### config.mk
export PLATFORM = sky130hd
export DESIGN_NAME = load_store_unit
export DESIGN_NICKNAME = d
export VERILOG_FILES = /design/src/rtl/load_store_unit_pkg.sv /design/src/rtl/load_store_unit_lane_align.sv /design/src/rtl/load_store_unit.sv
export SDC_FILE = /design/constraint.sdc
export NUM_CORES = 1
export LEC_CHECK = 0
export CELL_PAD_IN_SITES_DETAIL_PLACEMENT = 0
export CELL_PAD_IN_SITES_GLOBAL_PLACEMENT = 1
export CORE_ASPECT_RATIO = 0.7
export CORE_MARGIN = 5
export CORE_UTILIZATION = 35
export DETAILED_ROUTE_END_ITERATION = 7
export PLACE_DENSITY = 0.83
export SETUP_SLACK_MARGIN = 0.5
export SYNTH_ARGS = -nofsm -noshare
export SYNTH_HDL_FRONTEND = slang
export SYNTH_HIERARCHICAL = 1
export SYNTH_SLANG_ARGS = --single-unit
### constraint.sdc
create_clock -name CLK -period 1.8 [get_ports CLK]
set_input_delay 0.27 -clock CLK [delete_from_list [all_inputs] [get_ports CLK]]
set_output_delay 0.27 -clock CLK [all_outputs]
set_load 0.01 [all_outputs]
### src/rtl/load_store_unit_pkg.sv
// rtl/load_store_unit_pkg.sv - shared encodings and helpers for the MEM-stage load/store unit
// Purpose: access-size encodings, FSM state type and small decode helpers used by
//          load_store_unit and lsu_lane_align.
// Contents: WORD_LEN, SIZE_BYTE/SIZE_HALF/SIZE_WORD, lsu_state_e, is_sub_word(), is_misaligned().
package load_store_unit_pkg;

  localparam int WORD_LEN = 32;

  localparam logic [1:0] SIZE_BYTE = 2'b00;
  localparam logic [1:0] SIZE_HALF = 2'b01;
  localparam logic [1:0] SIZE_WORD = 2'b10;  // 2'b11 is reserved and behaves as a word

  typedef enum logic [2:0] {
    ST_IDLE  = 3'd0,
    ST_READ  = 3'd1,
    ST_MERGE = 3'd2,
    ST_WRITE = 3'd3,
    ST_RESP  = 3'd4
  } lsu_state_e;

  function automatic logic is_sub_word(input logic [1:0] size);
    return (size == SIZE_BYTE) || (size == SIZE_HALF);
  endfunction

  function automatic logic is_misaligned(input logic [1:0] size, input logic [1:0] addr);
    logic mis;
    case (size)
      SIZE_BYTE: mis = 1'b0;
      SIZE_HALF: mis = addr[0];
      default:   mis = (addr != 2'b00);
    endcase
    return mis;
  endfunction

endpackage

### src/rtl/load_store_unit_lane_align.sv
// rtl/load_store_unit_lane_align.sv - big-endian lane extract/extend and lane merge
// Purpose: combinational datapath for sub-word accesses on a 32-bit memory word.
//          Byte lane addr 0 is [31:24], addr 3 is [7:0]; half lane addr[1]=0 is [31:16].
// Ports:
//   word_i   in  32  word read from memory
//   addr_i   in   2  byte offset within the word
//   size_i   in   2  access size (byte/half/word)
//   signed_i in   1  sign-extend loaded lane when 1
//   wdata_i  in  16  right-justified store data (byte in [7:0], half in [15:0])
//   load_o   out 32  extracted and extended load value
//   merge_o  out 32  word with the addressed lane replaced by store data
module lsu_lane_align
  import load_store_unit_pkg::*;
(
  input  logic [31:0] word_i,
  input  logic [1:0]  addr_i,
  input  logic [1:0]  size_i,
  input  logic        signed_i,
  input  logic [15:0] wdata_i,
  output logic [31:0] load_o,
  output logic [31:0] merge_o
);

  logic [4:0]  byte_sh;
  logic [4:0]  half_sh;
  logic [7:0]  byte_v;
  logic [15:0] half_v;

  // Big-endian: lane shift is (3 - offset) bytes, i.e. the inverted offset.
  assign byte_sh = {~addr_i, 3'b000};
  assign half_sh = {~addr_i[1], 4'b0000};
  assign byte_v  = 8'(word_i >> byte_sh);
  assign half_v  = 16'(word_i >> half_sh);

  always_comb begin
    load_o  = word_i;
    merge_o = word_i;
    case (size_i)
      SIZE_BYTE: begin
        load_o  = {{24{signed_i & byte_v[7]}}, byte_v};
        merge_o = (word_i & ~(32'h0000_00FF << byte_sh)) | ({24'h0, wdata_i[7:0]} << byte_sh);
      end
      SIZE_HALF: begin
        load_o  = {{16{signed_i & half_v[15]}}, half_v};
        merge_o = (word_i & ~(32'h0000_FFFF << half_sh)) | ({16'h0, wdata_i} << half_sh);
      end
      default: ;
    endcase
  end

endmodule

### src/rtl/load_store_unit.sv
// rtl/load_store_unit.sv - MIPS32 MEM-stage load/store unit for a word-only data memory
// Purpose: accepts byte/half/word loads and stores, issues aligned word reads/writes,
//          extends sub-word loads and performs read-modify-write for SB/SH.
// Option:  define MISALIGN_TRAP_EN to answer misaligned LH/SH/LW/SW with RESP_ERR and no
//          memory access; otherwise RESP_ERR is 0 and low address bits below the size are ignored.
// Ports:
//   CLK, RESET (async, active low)
//   REQ_VALID/REQ_READY handshake; REQ_WRITE, REQ_SIZE, REQ_SIGNED, REQ_ADDR, REQ_WDATA request
//   RESP_VALID (1-cycle pulse), RESP_RDATA (held load result), RESP_ERR (misalign trap)
//   MEM_READ_EN, MEM_WRITE_EN, MEM_ADDRESS (word aligned), MEM_WDATA, MEM_RDATA (registered memory)
module load_store_unit
  import load_store_unit_pkg::*;
#(
  parameter int WORD_LEN = load_store_unit_pkg::WORD_LEN
) (
  input  logic                CLK,
  input  logic                RESET,
  input  logic                REQ_VALID,
  output logic                REQ_READY,
  input  logic                REQ_WRITE,
  input  logic [1:0]          REQ_SIZE,
  input  logic                REQ_SIGNED,
  input  logic [WORD_LEN-1:0] REQ_ADDR,
  input  logic [WORD_LEN-1:0] REQ_WDATA,
  output logic                RESP_VALID,
  output logic [WORD_LEN-1:0] RESP_RDATA,
  output logic                RESP_ERR,
  output logic                MEM_READ_EN,
  output logic                MEM_WRITE_EN,
  output logic [WORD_LEN-1:0] MEM_ADDRESS,
  output logic [WORD_LEN-1:0] MEM_WDATA,
  input  logic [WORD_LEN-1:0] MEM_RDATA
);

  lsu_state_e          state_q, state_d;
  logic                write_q, write_d;
  logic [1:0]          size_q, size_d;
  logic                signed_q, signed_d;
  logic [WORD_LEN-1:0] addr_q, addr_d;
  logic [WORD_LEN-1:0] wdata_q, wdata_d;
  logic [WORD_LEN-1:0] merge_q, merge_d;
  logic [WORD_LEN-1:0] rdata_q, rdata_d;
  logic                err_q, err_d;
  logic                trap;
  logic [WORD_LEN-1:0] lane_load;
  logic [WORD_LEN-1:0] lane_merge;

`ifdef MISALIGN_TRAP_EN
  assign trap = is_misaligned(REQ_SIZE, REQ_ADDR[1:0]);
`else
  assign trap = 1'b0;
`endif

  lsu_lane_align u_lane_align (
    .word_i   (MEM_RDATA),
    .addr_i   (addr_q[1:0]),
    .size_i   (size_q),
    .signed_i (signed_q),
    .wdata_i  (wdata_q[15:0]),
    .load_o   (lane_load),
    .merge_o  (lane_merge)
  );

  always_ff @(posedge CLK or negedge RESET) begin
    if (!RESET) begin
      state_q  <= ST_IDLE;
      write_q  <= 1'b0;
      size_q   <= 2'b00;
      signed_q <= 1'b0;
      addr_q   <= '0;
      wdata_q  <= '0;
      merge_q  <= '0;
      rdata_q  <= '0;
      err_q    <= 1'b0;
    end else begin
      state_q  <= state_d;
      write_q  <= write_d;
      size_q   <= size_d;
      signed_q <= signed_d;
      addr_q   <= addr_d;
      wdata_q  <= wdata_d;
      merge_q  <= merge_d;
      rdata_q  <= rdata_d;
      err_q    <= err_d;
    end
  end

  always_comb begin
    state_d  = state_q;
    write_d  = write_q;
    size_d   = size_q;
    signed_d = signed_q;
    addr_d   = addr_q;
    wdata_d  = wdata_q;
    merge_d  = merge_q;
    rdata_d  = rdata_q;
    err_d    = err_q;
    case (state_q)
      ST_IDLE: begin
        if (REQ_VALID) begin
          write_d  = REQ_WRITE;
          size_d   = REQ_SIZE;
          signed_d = REQ_SIGNED;
          addr_d   = REQ_ADDR;
          wdata_d  = REQ_WDATA;
          err_d    = trap;
          if (trap)
            state_d = ST_RESP;
          else if (REQ_WRITE && !is_sub_word(REQ_SIZE))
            state_d = ST_WRITE;
          else
            state_d = ST_READ;
        end
      end
      ST_READ:  state_d = ST_MERGE;
      ST_MERGE: begin
        // MEM_RDATA is the registered read issued in ST_READ.
        if (write_q) begin
          merge_d = lane_merge;
          state_d = ST_WRITE;
        end else begin
          rdata_d = lane_load;
          state_d = ST_RESP;
        end
      end
      ST_WRITE: state_d = ST_RESP;
      ST_RESP:  state_d = ST_IDLE;
      default:  state_d = ST_IDLE;
    endcase
  end

  assign REQ_READY    = (state_q == ST_IDLE);
  assign RESP_VALID   = (state_q == ST_RESP);
  assign RESP_RDATA   = rdata_q;
  assign RESP_ERR     = err_q & (state_q == ST_RESP);
  assign MEM_READ_EN  = (state_q == ST_READ);
  assign MEM_WRITE_EN = (state_q == ST_WRITE);
  assign MEM_ADDRESS  = {addr_q[WORD_LEN-1:2], 2'b00};
  // Full-word stores bypass the merge path.
  assign MEM_WDATA    = is_sub_word(size_q) ? merge_q : wdata_q;

endmodule

Word level (Yosys, flattened, before mapping)
Cells that the tools add are included.
W data, S select, Z words.

cells by class
  add/subtract/negate cells = 0
  multiply operators = 0
  divide/modulo/power cells = 0
  magnitude comparators = 0
  equal/unequal tests = 7
  shift-type cells = 6
  mux-type cells = 7
  bitwise logic cells = 11
  reduce and logical (&&, ||, !) cells = 10

operator list
  cell                     count
  $pmux W32 S2             2
  $and A32 B32 Y32         2
  $not A32 Y32             2
  $or A32 B32 Y32          2
  $mux W32                 1
  $shl A16 B5 Y32          1
  $shl A16 B5 Y32 const A  1
  $shl A8 B5 Y32           1
  $shl A8 B5 Y32 const A   1
  $shr A32 B5 Y16          1
  $shr A32 B5 Y8           1
  $pmux W3 S4              1
  $eq A3 B2 Y1 const B     2
  $mux W3                  2
  $reduce_and A2 Y1        3
  $eq A2 B1 Y1 const B     2
  $logic_not A2 Y1         2
  $eq A3 B1 Y1 const B     1
  $eq A3 B3 Y1 const B     1
  $logic_not A3 Y1         1
  $and A1 B1 Y1            2
  $logic_or A1 B1 Y1       2
  $mux W2                  1
  $ne A2 B2 Y1 const B     1
  other kinds (4)          5

word-level totals
  register bits = 135
  latch bits = 0
  memory bits (writable) = 0
  bits in read-only memories = 0
  output and inout port bits = 101
  logic and storage cells = 49
  memories kept = 0

Longest topological paths before layout
Gate-level depths: netlist (run 1).

  depth after elaboration = 7
  gate-level depth with buffers = 7
  gate-level depth less buffers = 4

Hierarchy
The synthesis (run 1) kept the hierarchy.

by module, submodules not included
  module           times used  cells each  area each (um2)
  load_store_unit  1           367         5736.8
  lsu_lane_align   1           220         1701.6

Least setup slack after synthesis (run 1)
Ideal clock, no wire load.

  path kind = reg2reg
  from = register size_q[1]
  to = register merge_q[2]
  library setup time = 0.128 ns
  arrival time = 1.601 ns
  data required time = 1.672 ns
  path slack = 0.072 ns
  stages on the path, launching flop included = 7
  buffers on the path = 2
  cells stage by stage = dfrtp_1 > buf_2 > nand2b_1 > buf_2 > nor2_4 > mux2_2 > mux2_1

between the ends
  longest elaborated chain between the ends = 2
  elaborated cells on any way between the ends = 3
  those cells by class = 1 x eq/ne; 1 x mux; 1 x reduce/logical

ends and longest elaborated chain
  what                                              RTL line                          text
  from (decl)                                       load_store_unit.sv:37             logic [1:0] size_q, size_d;
  from (signal assigned)                            load_store_unit.sv:78             size_q <= size_d;
  $eq A2 B1 Y1 or $logic_not A2 Y1 (tied branches)  load_store_unit_lane_align.sv:38  case (size_i)
  $pmux W32 S2 *                                    load_store_unit_lane_align.sv:38
  net lane_merge[2]                                 load_store_unit.sv:46             logic [WORD_LEN-1:0] lane_merge;
  to (signal assigned)                              load_store_unit.sv:82             merge_q <= merge_d;
  to (decl)                                         load_store_unit.sv:41             logic [WORD_LEN-1:0] merge_q, merge_d;

The timed path passes the listed nets; every way through them passes the cells marked *.
A chain may end at the register's enable or synchronous reset.

Final worst setup path (run 1)
  from = register size_q[1]
  to = output MEM_WDATA[7]

between the ends
  longest elaborated chain between the ends = 3
  elaborated cells on any way between the ends = 4
  those cells by class = 1 x eq/ne; 1 x mux; 2 x reduce/logical

ends and longest elaborated chain
  what                                              RTL line                   text
  $eq A2 B1 Y1 or $logic_not A2 Y1 (tied branches)  load_store_unit_pkg.sv:22  return (size == SIZE_BYTE) || (size == SIZE_HALF);
  $logic_or A1 B1 Y1 *                              load_store_unit_pkg.sv:22
  $mux W32 *                                        load_store_unit.sv:140     assign MEM_WDATA = is_sub_word(size_q) ? merge_q : wdata_q;
  to (decl)                                         load_store_unit.sv:31      output logic [WORD_LEN-1:0] MEM_WDATA,

Mark *: on every way between the ends. The rest lies on a longest branch, timed or not.

==> results of run 1 <==
[metal layers]
layer / up-vias / wire length [µm] / GRT usage
li1: 2766 / - / -
met1: 3224 / 12500 / 0.310
met2: 332 / 12200 / 0.298
met3: 42 / 3060 / 0.0775
met4: 0 / 448 / 0.0472
met5: - / 0 / 0
[layout make-up]
| cell class | instances | area, µm² | area share |
|---|---|---|---|
| tap | 276 | 345 | 0.0265 |
| clock buffer | 21 | 460 | 0.0353 |
| multi-input combinational | 368 | 4650 | 0.356 |
| timing repair buffer | 364 | 3970 | 0.304 |
| clock inverter | 11 | 196 | 0.0151 |
| inverter | 9 | 33.8 | 0.00259 |
| sequential | 135 | 3390 | 0.260 |
[registers in the layout, indices dropped and copies added, names as in the netlist]
signal	flops
RESP_RDATA	32
addr_q	32
merge_q	32
signed_q	1
size_q	2
state_q	3
wdata_q	32
write_q	1
[repair_timing]
action	4_1_cts	5_1_grt
pin swaps	19	25
gates cloned	14	7
hold buffers	1	0
setup endpoints to repair	231	191
hold endpoints to repair	39	0
resized for setup	492	114
buffers inserted	42	18
[critical path, cell delays in order (launching register included)]
cell and delay [ns]:
dfrtp_4 0.50, buf_6 0.15, buf_12 0.14, mux2_4 0.31, buf_6 0.12
[logic make-up (layout without fill, tap and decap cells)]
| kind of cell | Yosys count | after routing | share of synthesized area |
|---|---|---|---|
| multiplexers | 200 | 202 | 0.309 |
| AO/OA/AOI/OAI | 81 | 81 | 0.0892 |
| buffers and inverters | 88 | 405 | 0.0779 |
| other | 1 | 3 | 0.000504 |
| AND/OR/NAND/NOR | 82 | 82 | 0.0691 |
| flip-flops | 135 | 135 | 0.454 |
[through the flow]
stage	setup WS, ns	total power [mW]	utilization	TNS (ns)	hold slack, ns
after floorplan	0.102	13.4	-	0	-0.0256
after global placement	-0.195	17.9	0.500	-6.29	0.232
after detailed placement	-0.215	18.0	0.500	-7.76	0.233
after CTS	-0.118	24.7	0.587	-3.53	0.351
after global routing	-0.159	27.8	0.626	-6.99	0.370
final	-0.129	26.6	0.626	-3.59	0.340
[cell usage in the layout (no fill, tap or decap), types with 5 or more instances in the layout]
cell type        count
a221o_1              8
buf_12              26
dfrtp_2              6
buf_16              13
mux2_2              33
buf_2               44
a221oi_2             5
dfrtp_1            128
a32oi_4              5
clkdlybuf4s50_1    101
bufinv_16            5
nand2_4              8
dlymetal6s2s_1      21
clkbuf_16           22
a21oi_1             12
buf_8                7
a211oi_2             5
o32ai_4              5
mux4_2               5
a32oi_2              7
nand4bb_1            8
nand2_1             15
mux2i_1             10
clkinvlp_4           5
nand2_2              6
mux2_4             154
nor2_1              11
buf_6               69
nor2_4               8
inv_1                8
buf_4               76
a21oi_2              5
[worst max-delay path by stage]
| stage | end | depth (start not counted) | from |
|---|---|---|---|
| floorplan | merge_q[1] | 6 | size_q[1] |
| global placement | RESP_RDATA[9] | 6 | MEM_RDATA[7] |
| detailed placement | RESP_RDATA[11] | 6 | MEM_RDATA[7] |
| CTS | MEM_WDATA[7] | 4 | size_q[1] |
| global route | MEM_WDATA[7] | 4 | size_q[1] |
| finish | MEM_WDATA[7] | 4 | size_q[1] |
[where the power goes]
part	switching, mW	total [mW]	internal, mW
logic	6.85	16.8	9.98
registers	1.21	5.82	4.61
clock network	1.40	3.93	2.54
total	9.46	26.6	17.1
==> run_results.csv, run 1 <==
group,metric,value,unit
synthesis,synth_common_cells,"mux2_2 (160), dfrtp_1 (135), buf_4 (41), nand2_1 (29), mux2_1 (24)",
setup_path,worst_setup_path_start_kind,"register",
clock_tree,clockRootBuffer,"clkbuf_16",
clock_tree,cts_tree,"done",
final_layout,finalNonFillerCells,1184,
timing,fmax,519,MHz
clock_tree,clk-insertion-delay-late,0.43,ns
placed_design,place_area,10400,µm²
final_layout,diodes,0,
timing,hold_viol,0,
clock_tree,htreeDepth,4,
detailed_routing,drtPass1Iterations,5,
clock_tree,cts.sinks,135,
die,die_area,24300,µm²
grt,gr-total-overflow,0,
power_and_ir_drop,cellLeakagePower,5.97,nW
synthesis,synth-async-reset-ratio,1.00,
setup_path,required,1.53,ns
final_layout,design_area,13000,µm²
die,io_pins,204,
placed_design,place_inst,1070,
placed_design,gp_congestion,0.876,
synthesis,yosysMostFrequentCell,"mux2_2",
die,core,20800,µm²
setup_path,timing.rr.end,"merge_q[15]",
synthesis,synth_top_cell_by_area,"dfrtp_1",
final_layout,final_net_count,998,
final_layout,nFillCells,1523,
timing,rsz0062_at_grt,"true",
power_and_ir_drop,max-vdd-ir-drop,0.000920,V
run_status,failed_checks,"negative setup slack",
placed_design,port_buffers,200,
clock_tree,clk_path_buf_depth,2,
setup_path,cp_data_arrival_time,1.66,ns
synthesis,syn_area_per_cell,12.7,µm²
synthesis,ys.flop_type,"dfrtp_1",
synthesis,synth_top_area_share,0.454,
grt,grt_pass1_wl,39800,µm
timing,fin_crit,1.93,ns
grt,grtUsageTotal,0.212,
setup_path,r2r_start,"size_q[1]",
detailed_routing,drt-vias-per-instance,5.38,
final_layout,layout-area-overhead-vs-synth,75.3,%
final_layout,drive_gt1_frac,0.608,
power_and_ir_drop,power-per-cell-area,2040,nW/µm²
timing,period_share,1.07,
die,die_h,132,µm
setup_path,reg2reg_depth,8,
synthesis,synth-seq-area-share,0.454,
detailed_routing,num_vias,6364,
timing,slew_viol_final,0,
min_path,min_path_type,"in2async",
die,fp.dieW,184,µm
placed_design,dp_hpwl,17300,µm
synthesis,synth_enable_flop_cells,0,
setup_path,rrSetupSlack,-0.06,ns
grt,grt_max_degree,49,
die,start_util,0.357,
synthesis,ys_warn_count,6,
synthesis,yosysUniqueCellTypes,45,
synthesis,ys_seq_elements,135,
synthesis,syn_area,7440,µm²
setup_path,cp_max_fo,8,
synthesis,synthTopCellsByArea,"dfrtp_1 (45%), mux2_2 (24%), buf_4 (4.1%)",
grt,antenna_found_initial,0,
detailed_routing,drt_iter0_markers,512,
run_status,status,"finished, violations left",
run,maxCapViolations,0,
detailed_routing,drcViolationCount,0,
timing,setup_ws,-0.129,ns
clock_tree,cts_made_buffers,17,
grt,grt_pass1_vias,6614,
timing,final.setup_skew,0.00875,ns
clock_tree,clk_pin_slew,0.06,ns
synthesis,synthCells,587,
detailed_routing,wire_per_inst,23.8,µm
setup_path,critical_path_class,"reg2out",
detailed_routing,drtAntennaViolNets,0,
setup_path,end_kind,"primary output",
timing,setup_viol,57,
detailed_routing,routed_wl,28200,µm
die,rows,44,
Power figures use the tool's default switching activity.
==> run 2: changes to the inputs <==
- CORE_UTILIZATION: 35 -> 36
- CTS_BUF_LIST: unset -> sky130_fd_sc_hd__clkbuf_4
- PLACE_DENSITY: 0.83 -> 0.85
==> run 2 against run 1 <==
Net effect: routed wire length shrank 5.7%; setup slack worse by 0.19 ns; largest power group unchanged; critical path depth did not move; count of clock-buffer cells in the layout down 4; worst hold slack lost 0.16 ns; the run ends with design-rule violations, negative setup slack left; flip-flop and latch count is the same; sequential power decreased by 1%; global-route usage hardly changed; die area is 2.6% lower.
==> run_results.csv, run 2 (same netlist as run 1, synthesis figures left out) <==
group,metric,value,unit
die,io_pins,204,
setup_path,cp_max_fo,8,
clock_tree,cts.sinks,135,
timing,rsz0062_at_grt,"true",
setup_path,cp_data_arrival_time,1.85,ns
timing,period_share,1.18,
setup_path,critical_path_class,"reg2out",
run_status,failed_checks,"design-rule violations, negative setup slack",
clock_tree,clk_pin_slew,0.15,ns
timing,holdWs,0.178,ns
run_status,status,"finished, violations left",
setup_path,worst_setup_path_start_kind,"register",
timing,hold_viol,0,
final_layout,diodes,0,
final_layout,final_common_cell,"mux2_4",
grt,use_met1,0.305,
detailed_routing,drtPass1Iterations,8,
detailed_routing,drt-vias-per-instance,5.24,
detailed_routing,drtAntennaViolNets,0,
grt,grt_pass1_vias,6232,
clock_tree,clk-insertion-delay-late,0.56,ns
setup_path,timing.rr.end,"merge_q[20]",
grt,grtUsageTotal,0.212,
grt,grtUsageMet3,0.0797,
die,die_area,23700,µm²
placed_design,gp_congestion,0.899,
timing,fin_setup_tns,-13.77,ns
power_and_ir_drop,power-per-cell-area,1950,nW/µm²
clock_tree,clk_path_buf_depth,2,
setup_path,end_kind,"primary output",
clock_tree,cts_made_buffers,17,
detailed_routing,wire_per_inst,22.4,µm
power_and_ir_drop,max-vdd-ir-drop,0.000901,V
final_layout,drive_gt1_frac,0.608,
setup_path,reg2reg_depth,7,
timing,final.setup_skew,0.0295,ns
detailed_routing,num_vias,6234,
clock_tree,htreeDepth,4,
die,die_h,130,µm
timing,fmax,473,MHz
setup_path,r2r_start,"size_q[1]",
die,fp.dieW,182,µm
grt,grt_max_degree,43,
grt,antenna_found_initial,0,
run,maxCapViolations,0,
placed_design,port_buffers,200,
grt,grt_pass1_wl,38400,µm
timing,fin_crit,2.12,ns
grt,grt.met2_usage,0.301,
detailed_routing,routed_wl,26600,µm
grt,gr-total-overflow,0,
timing,setup_viol,134,
clock_tree,cts_tree,"done",
final_layout,finalNonFillerCells,1189,
setup_path,rrSetupSlack,-0.21,ns
timing,setup_ws,-0.316,ns
die,core,20500,µm²
min_path,min_path_type,"in2async",
final_layout,layout-area-overhead-vs-synth,63.1,%
power_and_ir_drop,power,23.6,mW
die,start_util,0.362,
placed_design,dp_hpwl,17000,µm
final_layout,layout_common_cells,"mux2_4 (148), dfrtp_1 (131), clkdlybuf4s50_1 (101), buf_4 (95), buf_6 (73)",
final_layout,final_net_count,1003,
setup_path,required,1.53,ns
grt,grt.busiest_layer,"met1",
clock_tree,clockRootBuffer,"clkbuf_4",
timing,slew_viol_final,0,
power_and_ir_drop,cellLeakagePower,5.51,nW
detailed_routing,drt_iter0_markers,537,
placed_design,place_inst,1061,
detailed_routing,drcViolationCount,4,
die,rows,44,
-- run 2: changes by cell type in the layout (fill, tap and decap cells not counted), sizes merged --
cell          before  now
clkinvlp           5    3
buf              235  263
clkinv             1    4
inv                9   15
clkbuf            27   22
mux2             187  186
bufinv             5    2
dlymetal6s2s      21    0
-- run 2: how the worst max path moves through the flow --
stage / from / end / cells after the start
final: size_q[1] / MEM_WDATA[1] / 4
after global routing: size_q[1] / MEM_WDATA[1] / 4
after CTS: size_q[1] / MEM_WDATA[10] / 3
after detailed placement: MEM_RDATA[7] / RESP_RDATA[14] / 6
after global placement: MEM_RDATA[7] / RESP_RDATA[11] / 6
after floorplan: size_q[1] / merge_q[1] / 6
-- run 2: where the power goes --
part | total (mW) | leakage [nW] | switching (mW) | internal (mW)
combinational | 15.7 | 3.75 | 6.27 | 9.39
clock | 2.18 | 0.150 | 1.33 | 0.855
sequential | 5.75 | 1.61 | 1.17 | 4.58
-- run 2: per-stage QoR --
stage | instance area (µm²) | setup WS (ns) | utilization
after floorplan | 7900 | 0.102 | -
after global placement | 10300 | -0.195 | 0.504
after detailed placement | 10300 | -0.225 | 0.504
after CTS | 11400 | -0.442 | 0.555
after global routing | 12100 | -0.414 | 0.591
final | 12100 | -0.316 | 0.591
-- run 2: worst max-delay path: stages (launching register included) --
cell     delay (ns)
dfrtp_4        0.58
buf_12         0.17
buf_6          0.12
mux2_4         0.30
buf_6          0.12
-- run 2: area by class of cell --
cell class / count / area [µm²]
tap: 276 / 345
fill: 1636 / 8410
sequential: 135 / 3390
clock inverter: 15 / 168
multi-input combinational: 367 / 4310
clock buffer: 17 / 128
timing repair buffer: 370 / 3750
inverter: 9 / 33.8
-- run 2: metal layers --
layer	vias up	wire length (µm)
met5	-	0
met4	0	199
met2	318	11500
met3	18	2840
li1	2771	-
met1	3127	12100
-- run 2: timing repair --
action	in CTS	in global routing
gates cloned	12	4
buffers inserted	48	31
endpoints found under the hold margin	127	0
pin swaps	11	16
resized for setup	504	98
hold buffers	1	0
endpoints found under the setup margin	231	232
==> run 3: changes to the inputs <==
- CORE_MARGIN: 5 -> 2
==> run 3 against run 2 <==
Net effect: the run ends with negative setup slack left; register-to-register slack better by 0.04 ns; flip-flop and latch count stayed put; total power is 1.2% higher; final cell count grew 1.3%; first-iteration DRC count decreased by 5.2%; worst hold slack got worse by 0.013 ns; utilization rose by 2.5 points; routed wire length is 1.4% lower; critical path depth rose by 1; cell area grew 1.6%; setup slack got worse by 0.089 ns; critical endpoint is now MEM_WDATA[4].
==> run_results.csv, run 3 (same netlist as run 1, synthesis figures left out) <==
group,metric,value,unit
detailed_routing,num_vias,6459,
grt,grt_max_degree,52,
detailed_routing,drtPass1Iterations,5,
final_layout,layout_common_cells,"dfrtp_1 (132), mux2_4 (131), buf_4 (117), clkdlybuf4s50_1 (101), buf_2 (63)",
clock_tree,clk_pin_slew,0.13,ns
grt,gr-total-overflow,0,
setup_path,required,1.53,ns
setup_path,end_kind,"primary output",
setup_path,cp_max_fo,7,
timing,fmax,453,MHz
setup_path,crit_path_start,"size_q[1]",
detailed_routing,drcViolationCount,0,
timing,holdWs,0.165,ns
power_and_ir_drop,switchingPower,8.80,mW
timing,final.setup_skew,0.0230,ns
power_and_ir_drop,seqPwrFrac,0.241,
clock_tree,cts_tree,"done",
grt,grt_pass1_vias,6182,
die,start_util,0.372,
die,fp.dieW,176,µm
clock_tree,clk-insertion-delay-late,0.58,ns
timing,slew_headroom,0.385,
clock_tree,clockRootBuffer,"clkbuf_4",
setup_path,timing.rr.end,"RESP_RDATA[5]",
final_layout,final_net_count,1025,
power_and_ir_drop,p_int,15.1,mW
die,die_h,124,µm
final_layout,layout-area-overhead-vs-synth,65.7,%
timing,fin_crit,2.21,ns
setup_path,worst_setup_path_start_kind,"register",
placed_design,port_buffers,200,
power_and_ir_drop,power_frac_comb,0.672,
setup_path,rrSetupSlack,-0.17,ns
final_layout,drive_gt1_frac,0.629,
setup_path,reg2reg_depth,10,
min_path,min_path_type,"in2async",
setup_path,slowest_stage,"dfrtp_4",
clock_tree,cts_made_buffers,17,
clock_tree,clk_path_buf_depth,2,
timing,setup_ws,-0.406,ns
timing,hold_viol,0,
power_and_ir_drop,swShare,0.369,
die,die_area,21800,µm²
setup_path,cp_num_buf_inv,4,
power_and_ir_drop,cellLeakagePower,5.61,nW
timing,slew_viol_final,0,
die,rows,43,
final_layout,seqCellArea,3380,µm²
setup_path,r2r_start,"size_q[1]",
grt,grt_pass1_wl,36600,µm
placed_design,gp_congestion,0.916,
timing,tightest_slew,0.918,ns
timing,setup_viol,86,
power_and_ir_drop,power,23.9,mW
final_layout,multi_input_area,4350,µm²
setup_path,slowest_delay,0.56,ns
clock_tree,cts.sinks,135,
power_and_ir_drop,power-per-cell-area,1940,nW/µm²
timing,period_share,1.23,
run_status,failed_checks,"negative setup slack",
run,maxCapViolations,0,
setup_path,cp_top_family,"flip-flops",
run_status,status,"finished, violations left",
final_layout,final_common_cell,"dfrtp_1",
detailed_routing,drt-vias-per-instance,5.36,
setup_path,cp_cell_sequence,"buf_6 > buf_6 > buf_12 > mux2_4 > buf_6",
setup_path,cp_common_cell,"buf_6",
power_and_ir_drop,p_clk_frac,0.087,
grt,grtUsageTotal,0.220,
detailed_routing,wire_per_inst,21.8,µm
clock_tree,htreeDepth,4,
die,core,20000,µm²
detailed_routing,drtAntennaViolNets,0,
power_and_ir_drop,max-vdd-ir-drop,0.000929,V
detailed_routing,routed_wl,26300,µm
setup_path,critical_path_class,"reg2out",
placed_design,dp_hpwl,17000,µm
final_layout,diodes,0,
grt,antenna_found_initial,1,
detailed_routing,drt_iter0_markers,509,
setup_path,cp_data_arrival_time,1.94,ns
final_layout,nFillCells,1570,
timing,rsz0062_at_grt,"true",
die,io_pins,204,
-- run 3: cell type report --
| type | instances | share of cell area |
|---|---|---|
| Multi-Input combinational cell | 366 | 0.353 |
| Timing Repair Buffer | 393 | 0.319 |
| Sequential cell | 135 | 0.275 |
| Tap cell | 270 | 0.0274 |
| Clock inverter | 15 | 0.0126 |
| Clock buffer | 17 | 0.0104 |
| Inverter | 9 | 0.00274 |
-- run 3: metrics by stage --
step	TNS (ns)	utilization	instance area [µm²]	setup slack (ns)	instances
after floorplan	0	-	7900	0.102	589
after global placement	-9.14	0.521	10400	-0.348	1061
after detailed placement	-10.89	0.521	10400	-0.363	1061
after CTS	-15.76	0.556	11100	-0.413	1146
after global routing	-19.41	0.616	12300	-0.459	1205
final	-14.85	0.616	12300	-0.406	1205
-- run 3: layer usage --
layer	wire (µm)	global-route usage	part of all wire	vias to the layer above
met5	0	0	0	-
met1	12000	0.326	0.46	3258
met4	373	0.0399	0.014	0
met2	11400	0.317	0.43	343
met3	2530	0.0687	0.096	33
li1	-	-	-	2825
-- run 3: timing repair --
item / in CTS / in global routing
setup endpoints to repair: 231 / 231
hold buffers: 1 / 0
gates resized for setup: 455 / 138
endpoints found under the hold margin: 131 / 0
pin swaps: 11 / 12
buffers inserted: 46 / 49
cloned: 6 / 10
-- run 3: power by group through the flow --
| stage | clock network, mW | logic, mW | registers [mW] |
|---|---|---|---|
| global route | 2.28 | 16.8 | 5.92 |
| floorplan | 0 | 7.95 | 5.49 |
| CTS | 2.12 | 13.3 | 5.66 |
| detailed placement | 0 | 12.3 | 5.80 |
| global placement | 0 | 12.2 | 5.78 |
| finish | 2.07 | 16.1 | 5.76 |
-- run 3: worst max-delay path by stage --
stage                     endpoint  slack (ns)  cells after the start
floorplan               merge_q[1]        0.10                      6
finish                MEM_WDATA[4]       -0.41                      5
global placement    RESP_RDATA[23]       -0.35                      4
global route          MEM_WDATA[4]       -0.46                      5
CTS                  MEM_WDATA[16]       -0.41                      4
detailed placement  RESP_RDATA[28]       -0.36                      4
